===== config.mk =====
export PLATFORM = sky130hd
export DESIGN_NAME = debounce_bank
export DESIGN_NICKNAME = d
export VERILOG_FILES = /design/src/rtl/debounce_bank.sv
export SDC_FILE = /design/constraint.sdc
export NUM_CORES = 1
export LEC_CHECK = 0
export BUFFER_PORTS_ARGS = -buffer_cell sky130_fd_sc_hd__buf_2
export CAP_MARGIN = 15
export CORE_UTILIZATION = 40
export DETAILED_ROUTE_END_ITERATION = 16
export GPL_ROUTABILITY_DRIVEN = 0
export PLACE_DENSITY_LB_ADDON = 0.05
export SETUP_SLACK_MARGIN = 0.1
export SLEW_MARGIN = 20
export SYNTH_ARGS = -nofsm -noshare
export SYNTH_HDL_FRONTEND = slang
export SYNTH_SLANG_ARGS = --single-unit

===== constraint.sdc =====
create_clock -name clk -period 5.6 [get_ports clk]
set_input_delay 1.4 -clock clk [delete_from_list [all_inputs] [get_ports clk]]
set_output_delay 1.4 -clock clk [all_outputs]
set_load 0.01 [all_outputs]

===== src/rtl/debounce_bank.sv =====
// debounce_bank: N-channel button conditioner with debounced levels and press/release/long-press strobes.
// Define DEBOUNCE_REPEAT_EN to re-pulse pressed every REPEAT_CYCLES after a long press.
module debounce_bank #(
    parameter int unsigned CHANNELS      = 4,
    parameter int unsigned CNT           = 21,
    parameter bit          ACTIVE_LOW    = 1'b1,
    parameter int unsigned HOLD_CYCLES   = 50000000,
    parameter int unsigned REPEAT_CYCLES = 10000000
) (
    input  logic                clk,
    input  logic                rst,
    input  logic [CHANNELS-1:0] btn,
    output logic [CHANNELS-1:0] state,
    output logic [CHANNELS-1:0] pressed,
    output logic [CHANNELS-1:0] released,
    output logic [CHANNELS-1:0] long_press,
    output logic                any_event
);
    localparam bit            HOLD_EN   = (HOLD_CYCLES != 0);
    localparam bit            REP_EN    = HOLD_EN && (REPEAT_CYCLES != 0);
    localparam int unsigned   HW        = HOLD_EN ? $clog2(64'(HOLD_CYCLES) + 64'd1) : 1;
    localparam logic [HW-1:0] HOLD_MAX  = HW'(HOLD_CYCLES);
    localparam logic [HW-1:0] HOLD_LAST = HW'(HOLD_CYCLES - 1);

    for (genvar i = 0; i < CHANNELS; i++) begin : g_ch
        logic           s1, s2, st, pr, rl, lp;
        logic [CNT-1:0] cnt;
        logic [HW-1:0]  hc;
        logic           p, accept, rise, fall, lp_d, rep_hit, rep;

        assign p      = s2 ^ ACTIVE_LOW;
        assign accept = cnt[CNT-1] && (p != st);
        assign rise   = accept && p;
        assign fall   = accept && !p;
        // A release landing on the threshold cycle wins; no long press for that hold.
        assign lp_d   = HOLD_EN && st && !fall && (hc == HOLD_LAST);
        assign rep    = REP_EN && rep_hit && st && !fall;

        // Synchroniser idles at the released pin level so reset release is silent.
        always_ff @(posedge clk or negedge rst) begin
            if (!rst) begin
                s1  <= ACTIVE_LOW;
                s2  <= ACTIVE_LOW;
                cnt <= '0;
                st  <= 1'b0;
                pr  <= 1'b0;
                rl  <= 1'b0;
            end else begin
                s1 <= btn[i];
                s2 <= s1;
                if (s1 != s2) begin
                    cnt <= '0;
                end else if (!cnt[CNT-1]) begin
                    cnt <= cnt + CNT'(1);
                end
                if (accept) begin
                    st <= p;
                end
                pr <= rise || rep;
                rl <= fall;
            end
        end

        always_ff @(posedge clk or negedge rst) begin
            if (!rst) begin
                hc <= '0;
                lp <= 1'b0;
            end else begin
                lp <= lp_d;
                if (!st || !HOLD_EN) begin
                    hc <= '0;
                end else if (hc != HOLD_MAX) begin
                    hc <= hc + HW'(1);
                end
            end
        end

`ifdef DEBOUNCE_REPEAT_EN
        localparam int unsigned   RW       = (REPEAT_CYCLES != 0) ? $clog2(64'(REPEAT_CYCLES) + 64'd1) : 1;
        localparam logic [RW-1:0] REP_LAST = RW'(REPEAT_CYCLES - 1);
        logic          armed;
        logic [RW-1:0] rc;

        assign rep_hit = armed && (rc == REP_LAST);

        // Armed by the long-press cycle, disarmed by release.
        always_ff @(posedge clk or negedge rst) begin
            if (!rst) begin
                armed <= 1'b0;
                rc    <= '0;
            end else if (!st || fall) begin
                armed <= 1'b0;
                rc    <= '0;
            end else if (lp_d) begin
                armed <= 1'b1;
                rc    <= '0;
            end else if (armed) begin
                rc <= rep_hit ? '0 : rc + RW'(1);
            end
        end
`else
        assign rep_hit = 1'b0;
`endif

        assign state[i]      = st;
        assign pressed[i]    = pr;
        assign released[i]   = rl;
        assign long_press[i] = lp;
    end

    always_ff @(posedge clk or negedge rst) begin
        if (!rst) begin
            any_event <= 1'b0;
        end else begin
            any_event <= |{pressed, released, long_press};
        end
    end
endmodule


=== After elaboration in Yosys (flattened, before gate mapping) ===
Cells that the tools add are included.

* Output and inout bits: 17
* Input port bits: 6
* Word-level logic and storage cells: 114
* Register bits after elaboration: 213

* Bitwise operators: 4
* Mux-type cells: 16
* $add $sub $neg: 8
* Eq/ne operators: 24
* Reductions and logical operators: 25

{| class="wikitable"
|+ Operator list
! cell !! count
|-
| 26-bit two-way mux || 8
|-
| 21-bit two-way mux || 8
|-
| 26-bit by 1-bit adder with 26-bit output (second input constant) || 4
|-
| 26-bit equality test (second input constant) || 4
|-
| 26-bit inequality test (second input constant) || 4
|-
| 21-bit by 1-bit adder with 21-bit output (second input constant) || 4
|-
| 1-bit logical AND || 20
|-
| 2-bit by 1-bit inequality test with 1-bit output (second input constant) || 8
|-
| 12-bit OR reduction || 1
|-
| 1-bit inequality test || 8
|-
| 1-bit zero test || 4
|-
| 1-bit inverter || 4
|}

=== Logic depth before layout (Yosys ltp) ===
* Depth in word-level cells: 7
* Depth in mapped cells: 6
* Mapped depth without buffers: 6

=== Worst setup path before layout ===
OpenSTA, ideal clock, no wires.

* Kind: register to register
* Start: register g_ch[1].hc[1]
* End: register g_ch[1].hc[22]
* Data arrival time: 1915 ps
* Data required time: 5522 ps
* Stages on the path, launching flop included: 7
* Path slack: 3607 ps
* Setup time: 78 ps
* Clock period less this slack: 1993 ps
* Buffers on the path: 1
* Cell sequence: dfrtp_1 > ha_1 > nand3_2 > or4_1 > buf_2 > or4_1 > a21oi_1

* Longest elaborated chain between the ends: 3
* Elaborated cells on any way between the ends: 5
* Those cells by class: 1 x add/sub; 2 x eq/ne; 2 x mux

{| class="wikitable"
|+ RTL lines
! element !! line !! text
|-
| start, declared || 28 || <nowiki>logic [HW-1:0] hc;</nowiki>
|-
| start signal, assigned || 73 || <nowiki>hc <= hc + HW'(1);</nowiki>
|-
| 26-bit by 1-bit adder with 26-bit output || 73 ||
|-
| 26-bit two-way mux || 72 || <nowiki>end else if (hc != HOLD_MAX) begin</nowiki>
|-
| 26-bit two-way mux || 70 || <nowiki>if (!st || !HOLD_EN) begin</nowiki>
|}

Several ways; a longest one is shown, not always the timed one. The select of a mux whose other input is x is not followed.
A chain may end at the register's enable or synchronous reset.

=== Final worst setup path ===
* Start: register g_ch[1].st
* End: output state[1]

{| class="wikitable"
|+ RTL lines
! element !! line !! text
|-
| start, declared || 26 || <nowiki>logic s1, s2, st, pr, rl, lp;</nowiki>
|-
| start signal, assigned || 57 || <nowiki>st <= p;</nowiki>
|-
| end, declared || 13 || <nowiki>output logic [CHANNELS-1:0] state,</nowiki>
|}

No word-level cell between the ends.

==> results_dict.tcl <==
set metrics [dict create \
    finalSetupTns_ns 0 \
    hold_start "g_ch[3].s1$_DFF_PN1_" \
    placed_cells 1457 \
    critPathMaxFanout 10 \
    syn_area_mm2 0.0109 \
    endpoint_kind "output port" \
    hold_buffers 0 \
    die_x_um 167 \
    ctsResizeCount 0 \
    dp_hpwl_um 15100 \
    drive_above_1_share_pct 8.43 \
    grt_pass1_wl_um 40500 \
    row_count 60 \
    drt_first_pass_iters 4 \
    layout-area-overhead-vs-synth_pct 10.6 \
    synth_cell_types 60 \
    async_flop_share_pct 100 \
    slowest_stage "dfrtp_1" \
    remaining_drc_errors 0 \
    cts_sinks 213 \
    crit_chain "buf_2" \
    critPathKind "register to output port" \
    max_cap_violations 0 \
    pin_count 23 \
    instances_no_fill 1504 \
    tritoncts "built" \
    power_frac_comb_pct 2.9 \
    p_sw_uw 758 \
    ff2ff_path_depth 5 \
    yosys_warnings 0 \
    grt_setup_unrepaired "no" \
    final_area_mm2 0.0121 \
    grt_pass1_vias 7984 \
    htreeDepth 1 \
    ys_seq_area_share_pct 48.9 \
    slew_violations 0 \
    core_mm2 0.0269 \
    seq_area_mm2 0.00534 \
    cp-start-kind "register" \
    ir_drop_v 0.000187 \
    ant_nets 0 \
    met1_usage_pct 25.6 \
    fin_skew_ns 0.00849 \
    path_clk_slew_ns 0.06 \
    hold_viol_final 0 \
    multi_input_area_mm2 0.00512 \
    p_seq_share_pct 47.1 \
    clock_latency_ns 0.53 \
    vias 8286 \
    whs_ns 0.372 \
    synthCells 1150 \
    worstMarginPinSlew_ns 0.906 \
    n_fill_cell 2602 \
    r2r_slack_ns 3.38 \
    p_int_uw 2600 \
    r2r-start "g_ch[1].hc[1]$_DFFE_PN0P_" \
    dieHeight_um 167 \
    crit_required_ns 4.20 \
    routed_via_density 5.51 \
    synth_nets 1168 \
    post_cts_buffers 0 \
    drt_iter0_drc 501 \
    antenna_found_initial 0 \
    worstHoldPathType "register to register" \
    use_met3_pct 2.36 \
    outcome "finished, final reports clean" \
    final-setup-viol-count 0 \
    cts-root-buf "clkbuf_16" \
    syn_avg_cell_area_um2 9.50 \
    grt_max_degree 114 \
    port_buffers 22 \
    crit_start "g_ch[1].st$_DFFE_PN0N_" \
    critPathBufInv 1 \
    max_stage_delay_ns 0.50 \
    synth_area_leaders "dfrtp_1 47%, xnor2_1 4.3%, nor2_1 4.1%, a21oi_1 3.9%, xor2_1 3.1%" \
    yosys_register_bits 213 \
    synth_edf_count 0 \
    antenna_cells 0 \
    slew_headroom_pct 39.6 \
    crit_family "flip-flops" \
    clock_power_share_pct 50.0 \
    synth_most_common_cell "dfrtp_1" \
    synth_top_flop_cell "dfrtp_1" \
    synth_top_area_share_pct 47.0 \
    max_freq_mhz 381 \
    hold_end "g_ch[3].s2$_DFF_PN1_" \
    min_path_cells 0 \
    wire_per_inst_um 15.6 \
    top_usage_layer "met2" \
    met2_usage_pct 26.5 \
    dieArea_mm2 0.0280 \
    overflow 0 \
    powerDensity_mw_per_mm2 278 \
    worstPathArrival_ns 1.23 \
    yosys.area.top_type "dfrtp_1" \
    track_usage_pct 17.3 \
    nets 1162 \
    finalCriticalPeriod_ns 2.63 \
    period_share_pct 46.9 \
    numCtsBuffers 26 \
    leakagePower_uw 0.00459 \
    routed_wl_um 23500 \
    start_util_pct 40.6 \
    clk_path_buf_depth 3 \
    ys_top_cells_by_count "205 x dfrtp_1, 120 x nor2_1, 85 x a21oi_1, 80 x nand2_1, 54 x xnor2_1" \
    timing.rr.end "g_ch[1].hc[22]$_DFFE_PN0P_" \
    swShare_pct 22.6 \
    postPlaceCellArea_mm2 0.0112 \
]
## per-layer routing
metal / wire [um] / share of wire, %
met5: 0 / 0
met4: 520 / 2.2
met3: 609 / 2.6
met2: 10200 / 44
met1: 12100 / 52
## cell type report
class | instances | area share (%)
Clock buffer | 32 | 6.00
Multi-Input combinational cell | 833 | 42.4
Sequential cell | 213 | 44.2
Tap cell | 341 | 3.53
Timing Repair Buffer | 27 | 1.41
Inverter | 43 | 1.34
Clock inverter | 15 | 1.13
## cells in the final DEF, fill, tap and decap left out, types with 21 or more instances in the layout
cell type,netlist,final
nand2_1,80,80
nand4_1,46,46
or3_1,33,33
nor4_1,37,37
dfrtp_1,205,205
nand3_1,53,53
a21oi_1,85,85
inv_1,40,40
nor3_1,28,28
or4_1,34,34
nor2_1,120,120
clkbuf_16,0,27
o31ai_1,35,35
o21ai_0,33,33
xor2_1,39,39
xnor2_1,54,54
buf_2,3,21
## sequential cells by signal (all words and copies together) (netlist names)
register,count
any_event,1
g_ch.cnt,84
g_ch.hc,104
g_ch.lp,4
g_ch.pr,4
g_ch.rl,4
g_ch.s1,4
g_ch.s2,4
g_ch.st,4
## power by group through the flow
stage,combinational [uW],clock (uW),sequential [uW]
4_1_cts,102,1740,1580
3_5_place_dp,102,0,1610
5_1_grt,116,1800,1580
3_3_place_gp,101,0,1610
2_1_floorplan,49.9,0,1600
6_report,97.1,1680,1580
## kinds of logic (layout without fill, tap and decap cells)
family | Yosys count | count (layout) | synth area share (%)
AOI/OAI and AO/OA | 182 | 182 | 10.0
xor gates and xnor gates | 93 | 93 | 7.46
adders and majority gates | 12 | 12 | 1.37
DFF | 213 | 213 | 48.9
buffers and inverters | 104 | 117 | 4.23
and+or+nand+nor | 536 | 536 | 27.1
muxes | 10 | 10 | 0.928
## worst max path at each step
stage               cells after the start                           to
floorplan                               6   g_ch[1].hc[22]$_DFFE_PN0P_
global placement                        2  g_ch[1].cnt[17]$_DFFE_PN0P_
detailed placement                      2  g_ch[1].cnt[15]$_DFFE_PN0P_
CTS                                     1                     state[1]
global route                            1                     state[1]
finish                                  1                     state[1]
## stage by stage
stage	power, uW	setup slack (ns)	utilization, %
after floorplan	1650	3.61	-
after global placement	1710	2.93	41.8
after detailed placement	1710	2.92	41.8
after CTS	3420	2.93	45.0
after global routing	3500	2.88	45.0
final	3350	2.97	45.0
No activity file was read; power rests on OpenSTA's default activity.
